==> src/rtl/bram_fill.sv <==
// bram_fill: writer-side BRAM fill engine. While start is held it writes a
// generated pattern to addresses 0..MAX, one word per clock, and keeps a
// modulo-2^32 running sum of every word written.
module bram_fill #(
    parameter int unsigned MAX = 1023
) (
    input  logic        clk,
    input  logic        reset,
    input  logic        start,
    input  logic [1:0]  mode,
    input  logic [31:0] seed,
    output logic        done,
    output logic [11:0] addr,
    output logic [31:0] wdata,
    output logic        we,
    output logic [31:0] sum
);

    localparam logic [11:0] LAST_ADDR = 12'(MAX);
    localparam logic [31:0] LFSR_TAPS = 32'h80200003;

    typedef enum logic [1:0] {
        IDLE  = 2'd0,
        WRITE = 2'd1,
        DONE  = 2'd2
    } state_t;

    state_t      state_q, state_d;
    logic [1:0]  mode_q,  mode_d;
    logic        done_q,  done_d;
    logic [11:0] addr_q,  addr_d;
    logic [31:0] wdata_q, wdata_d;
    logic        we_q,    we_d;
    logic [31:0] sum_q,   sum_d;

    logic [31:0] first_word;
    logic [31:0] next_word;
    logic [11:0] addr_inc;

    assign addr_inc = addr_q + 12'd1;

    // First pattern word from the live mode/seed, taken on the run-start edge.
    always_comb begin
        first_word = seed;
        unique case (mode)
            2'd0:    first_word = seed;
            2'd1:    first_word = seed;
            2'd2:    first_word = (seed == '0) ? 32'd1 : seed;
            default: first_word = '1;
        endcase
    end

    // Next pattern word derived from the word currently on the bus, so the
    // seed itself never needs to be stored beyond the first word.
    always_comb begin
        next_word = wdata_q;
        unique case (mode_q)
            2'd0:    next_word = wdata_q + 32'd1;
            2'd1:    next_word = wdata_q;
            2'd2:    next_word = (wdata_q >> 1) ^ (wdata_q[0] ? LFSR_TAPS : '0);
            default: next_word = ~{20'b0, addr_inc};
        endcase
    end

    // FSM next-state and registered-output computation.
    always_comb begin
        state_d = state_q;
        mode_d  = mode_q;
        done_d  = done_q;
        addr_d  = addr_q;
        wdata_d = wdata_q;
        we_d    = we_q;
        sum_d   = sum_q;

        if (!start) begin
            state_d = IDLE;
            mode_d  = '0;
            done_d  = 1'b0;
            addr_d  = '0;
            wdata_d = '0;
            we_d    = 1'b0;
            sum_d   = '0;
        end else begin
            unique case (state_q)
                IDLE: begin
                    state_d = WRITE;
                    mode_d  = mode;
                    done_d  = 1'b0;
                    addr_d  = '0;
                    wdata_d = first_word;
                    we_d    = 1'b1;
                    sum_d   = '0;
                end
                WRITE: begin
                    sum_d = sum_q + wdata_q;
                    if (addr_q != LAST_ADDR) begin
                        addr_d  = addr_inc;
                        wdata_d = next_word;
                    end else begin
                        we_d    = 1'b0;
                        done_d  = 1'b1;
                        state_d = DONE;
                    end
                end
                DONE: begin
                    we_d   = 1'b0;
                    done_d = 1'b1;
                end
                default: begin
                    state_d = IDLE;
                    we_d    = 1'b0;
                    done_d  = 1'b0;
                end
            endcase
        end
    end

    // State and output registers; reset dominates start.
    always_ff @(posedge clk) begin
        if (reset) begin
            state_q <= IDLE;
            mode_q  <= '0;
            done_q  <= 1'b0;
            addr_q  <= '0;
            wdata_q <= '0;
            we_q    <= 1'b0;
            sum_q   <= '0;
        end else begin
            state_q <= state_d;
            mode_q  <= mode_d;
            done_q  <= done_d;
            addr_q  <= addr_d;
            wdata_q <= wdata_d;
            we_q    <= we_d;
            sum_q   <= sum_d;
        end
    end

    assign done  = done_q;
    assign addr  = addr_q;
    assign wdata = wdata_q;
    assign we    = we_q;
    assign sum   = sum_q;

endmodule

==> config.mk <==
export PLATFORM = sky130hd
export DESIGN_NAME = bram_fill
export DESIGN_NICKNAME = d
export VERILOG_FILES = /design/src/rtl/bram_fill.sv
export SDC_FILE = /design/constraint.sdc
export NUM_CORES = 1
export LEC_CHECK = 0
export CAP_MARGIN = 20
export CELL_PAD_IN_SITES_DETAIL_PLACEMENT = 0
export CELL_PAD_IN_SITES_GLOBAL_PLACEMENT = 1
export CORE_MARGIN = 1
export CORE_UTILIZATION = 39
export CTS_BUF_LIST = sky130_fd_sc_hd__clkbuf_16
export CTS_CLUSTER_DIAMETER = 30
export DETAILED_ROUTE_END_ITERATION = 7
export PLACE_DENSITY = 0.81
export SLEW_MARGIN = 20
export SYNTH_ARGS = -nofsm -noshare
export SYNTH_HDL_FRONTEND = slang
export SYNTH_SLANG_ARGS = --single-unit
==> constraint.sdc <==
create_clock -name clk -period 3.05 [get_ports clk]
set_clock_uncertainty 0.2 [all_clocks]
set_input_delay 0.61 -clock clk [delete_from_list [all_inputs] [get_ports clk]]
set_output_delay 0.61 -clock clk [all_outputs]
set_load 0.05 [all_outputs]
======== Word level (Yosys, flattened, before mapping) ========
Index checks and enable logic that the tools add are counted.
storage, ports and cells
  bits in registers ....................... 82
  bits in latches ......................... 0
  memory bits (writable) .................. 0
  memory bits (read-only) ................. 0
  input bits .............................. 37
  output and inout port bits .............. 78
  word-level logic and storage cells ...... 49
  memories kept ........................... 0
operators by class
  add/subtract/negate cells ............... 3
  multipliers ............................. 0
  divide/modulo/power cells ............... 0
  $lt $le $gt $ge ......................... 0
  equal/unequal tests ..................... 10
  shift-type cells ........................ 0
  muxes and demuxes ....................... 15
  bitwise gates (word level) .............. 4
  reductions and logical operators ........ 10
operators by type and width
  operator                 count
  $pmux W32 S2             3
  $mux W32                 3
  $pmux W32 S3             1
  $add A32 B1 Y32 const B  1
  $add A32 B32 Y32         1
  $logic_not A32 Y1        1
  $not A12 Y32             1
  $xor A31 B32 Y32         1
  $pmux W12 S2             1
  $add A12 B1 Y12 const B  1
  $mux W12                 1
  $ne A12 B10 Y1 const B   1
  $eq A2 B1 Y1 const B     3
  $eq A2 B2 Y1 const B     3
  $logic_not A2 Y1         3
  $ne A2 B2 Y1 const B     3
  $pmux W2 S3              1
  $pmux W1 S2              2
  $reduce_and A2 Y1        2
  $reduce_or A2 Y1         2
  $reduce_and A3 Y1        1
  $mux W1                  2
  $mux W2                  1
  $not A1 Y1               2
  $reduce_bool A2 Y1       1

======== Logic depth before layout (Yosys ltp) ========
  depth after elaboration ................. 5
  gate-level depth with buffers ........... 11
  mapped depth without buffers ............ 11

======== Worst setup path before layout ========
OpenSTA, ideal clock, no wires.
  path kind ............................... reg-to-reg
  start point ............................. reg wdata_q[0] (netlist: wdata[0])
  end point ............................... reg sum_q[26] (netlist: sum[26])
  library setup time ...................... 0.132 ns
  arrival time ............................ 2.724 ns
  required time ........................... 2.718 ns
  setup slack ............................. -0.007 ns
  stages on the path, launching flop included .. 12
  path buffers ............................ 0
  clock period less this slack ............ 3.057 ns
  cell sequence ........................... dfxtp_1 ha_1 inv_1 fa_1 nor2b_1 o2111ai_1 a211o_1 a211oi_2 o21ai_0 a21oi_1 mux2i_1 o211ai_1
between the ends
  word-level cells in the longest chain between the ends .. 2
RTL lines
  item                    line  source
  from (decl)             32    logic [31:0] wdata_q, wdata_d;
  from (signal assigned)  133   wdata_q <= wdata_d;
  $add A32 B32 Y32        95    sum_d = sum_q + wdata_q;
  $pmux W32 S2            84    unique case (state_q)
  to (signal assigned)    135   sum_q <= sum_d;
  to (decl)               34    logic [31:0] sum_q, sum_d;
No other way between the ends.
A chain may end at the register's enable or synchronous reset.

======== Worst setup path in the final report ========
  start point ............................. reg sum_q[0] (netlist: sum[0])
  end point ............................... reg sum_q[26] (netlist: sum[26])
between the ends
  word-level cells in the longest chain between the ends .. 2
RTL lines
  item              line
  $add A32 B32 Y32  95
  $pmux W32 S2      84
No other way between the ends.

==> summary.txt <==
Timing
  • Fmax: around 0.35 GHz
  • Slew Limit Fails: 0
  • Tcrit/Tclk final: between 90% and 100%
  • Hold_ws: approximately 0.25 ns
  • Final setup vio count: 0
  • Least-Margin Pin Slew: between 1 and 1.5 ns
  • Unrepaired setup endpoints after global routing: false
  • Final critical-path required period: 2.827 ns
  • Worst slew margin: between 20 and 30%
  • Setup TNS: 0 ns
  • Final hold viol count: 0

Layout
  • Area growth syn-to-layout: 30.88%
  • Layout net count: roughly 1,000
  • Diodes inserted: 0
  • # fillers: 1,546
  • Layout cells sized above 1: 10.65%
  • Post-layout util: 52.90%
  • Post-Layout Inst Area: between 0.008 and 0.009 sq mm

Global route
  • Number of global-route vias before repair: about 6,300
  • Antenna violations before repair: 0
  • GRT Overall Usage: 25.45%
  • GRT overflow: 0
  • Largest net degree at the start of global routing: roughly 60
  • First-pass GRT wire length: approximately 33,000 microns

Synthesis
  • Cell with the most instances after synthesis: nand2_1
  • Synth area leaders: dfxtp_1 26%, a21oi_1 7.3%, ha_1 7.2%, nand2_1 5.9%, nor2_1 4.4%
  • Xor/xnor share of the synthesized area: under 10%
  • Synth unique cells: between 60 and 70
  • Main combinational cell family by area after synthesis: compound AO/OA/AOI/OAI gates
  • Top-area cell type share of the netlist area: 26.32%
  • Adder-Cell Fraction of Synth Area: between 7 and 8%
  • Synth warnings: 0
  • Compound-Gate Fraction of Synth Area: a little over a quarter
  • Synthesized cell area: 0.006236 sq mm
  • Register area share after synthesis: a little over a quarter
  • Synth area leader: dfxtp_1
  • EDFF count, synth: 0
  • Most instantiated cells after synthesis: 98 x nand2_1, 91 x a21oi_1, 82 x dfxtp_1
  • Ys flop type: dfxtp_1
  • Post-Synth Simple-Gate Area: between 20% and 30%
  • Multiplexer share of the synthesized area: about 3.2%
  • Avg Cell Area, Syn: between 7 and 8 sq um
  • Yosys reg bits: a little over 80
  • Async set-or-reset flop fraction in the synthesized netlist: 0%
  • Syn Inst Count: ~830
  • Post-Syn Nets: roughly 900

Setup path
  • Arrival @ worst endpoint: ~2.9 ns
  • CP delay by family, top: compound AO/OA/AOI/OAI gates
  • Startpoint type of the worst setup path: register
  • CP max stage delay: around 0.4 ns
  • CP Cell Sequence: ha_4 > inv_1 > fa_2 > nor2b_2 > o2111ai_1 > a211o_1 > a211oi_4 > o21ai_1 > a21oi_1 > mux2i_1 > o211ai_1
  • CP Capture Type: register
  • Worst path required time: approximately 3.1 ns
  • Critical-path top delay cell: a211o_1
  • Largest fanout on the critical path: 3
  • CP bufs+invs: 1
  • Crit Path Class: register to register

Die
  • Core Area: about 0.015 sq mm
  • Die Span Y: about 130 microns
  • Full die area: about 0.016 sq mm
  • Die Wd: about 130 microns
  • Starting Density: between 40% and 50%
  • Cell row count: 45
  • IO Pins: ~120

Clock tree
  • Root buffer cell: clkbuf_16
  • CTS tree: built
  • Post-CTS Setup Inserts: 0
  • Clk buf depth: 2
  • CTS buffer count: 9
  • Clock Latency Late Sink: 0.35 ns
  • CTS Sinks: 82
  • Clock transition at path regs: roughly 0.060 ns
  • Post-cts resize count: 0
  • CTS Hold Bufs: 0
  • Clock H-tree levels: 3

Drt
  • Vias: approximately 6,600
  • 1st-iter DRT viols: 470
  • Post-route ant nets: 0
  • Total wire length: between 20,000 and 25,000 microns
  • Drt wl/cell: 17.49 microns
  • DRT Pass-1 Iters: 5
  • Vias/cell: ~5.6
  • Post-route DRC violation count: 0

Placement
  • I/O Buffers: ~110
  • Routability cong.: 0.8538
  • DP HPWL: between 15,000 and 20,000 microns
  • Placed Area: ~0.0078 sq mm

Run status
  • Status: completed

Power and ir drop
  • Leakage dissipation: 3.046 nW
  • Final Power: around 3.1 mW
  • Power per Cell Area: ~390 mW/mm^2
  • Peak supply drop: 0.2656 mV

Job
  • Max_cap viols: 0

Hold path
  • Tightest Hold Check Type: register to register
[sequential cells by signal, summed over array words and instances (netlist names)]
register / count
mode_q: 2
addr: 12
done: 1
wdata: 32
sum: 32
we: 1
state_q: 2
[layout make-up]
class | count | area [sq um] | area share, %
Multi-Input combinational cell | 680 | 4374 | 53.60
Sequential cell | 82 | 1644 | 20.14
Timing Repair Buffer | 165 | 1536 | 18.83
Tap cell | 211 | 264.0 | 3.235
Clock buffer | 9 | 225.2 | 2.759
Clock inverter | 7 | 61.31 | 0.7512
Inverter | 15 | 56.30 | 0.6899
[worst paths after layout]
kind	from	endpoint	slack [ns]	cells past startpoint
max	sum[0]	sum[26]	0.22	11
min	we	we	0.25	2
max reg2reg	sum[0]	sum[26]	0.22	11
min reg2reg	we	we	0.25	2
[layout by cell type (no fill, tap or decap), types with 26 or more instances in the layout]
cell               n
clkdlybuf4s50_1  114
nand2_1           98
a21oi_1           91
dfxtp_1           80
nor2_1            73
o21ai_0           53
buf_4             50
ha_1              34
xnor2_1           30
xor2_1            26
[cells by family after synthesis]
| logic type | Yosys count |
|---|---|
| compound gates | 264 |
| fa+ha+maj | 37 |
| xor+xnor | 56 |
| buf+inv | 67 |
| flops | 82 |
| simple gates | 304 |
| mux | 19 |
[worst register-to-register path, delay by kind of cell, from the launching register on]
family / cells / cell delay (ns)
AO/OA/AOI/OAI: 6 / 1.27
adder cells (fa/ha/maj): 2 / 0.49
buffers and inverters: 1 / 0.05
flip-flops: 1 / 0.36
multiplexers: 1 / 0.20
AND/OR/NAND/NOR: 1 / 0.13
[power by group]
| group | switching [mW] | total (mW) | internal (mW) |
|---|---|---|---|
| sequential | 0.0534 | 1.17 | 1.12 |
| clock | 0.465 | 1.09 | 0.625 |
| combinational | 0.552 | 0.885 | 0.333 |
| total | 1.07 | 3.14 | 2.07 |
[through the flow]
step	worst slack (ns)	instances
6_report	0.2235	1169
5_1_grt	0.04233	1169
4_1_cts	0.09436	1169
3_5_place_dp	0.003947	1153
3_3_place_gp	-0.03209	1153
2_1_floorplan	0.008629	829
[routing by layer]
layer	wire, microns	vias to the layer above	GRT usage (%)	share of wire (%)
li1	-	3275	-	-
met3	1146	27	3.285	5.6
met4	434	0	9.135	2.1
met2	8933	215	39.59	44
met1	9925	3055	35.92	49
met5	0	-	0	0
Power figures use the tool's default switching activity.
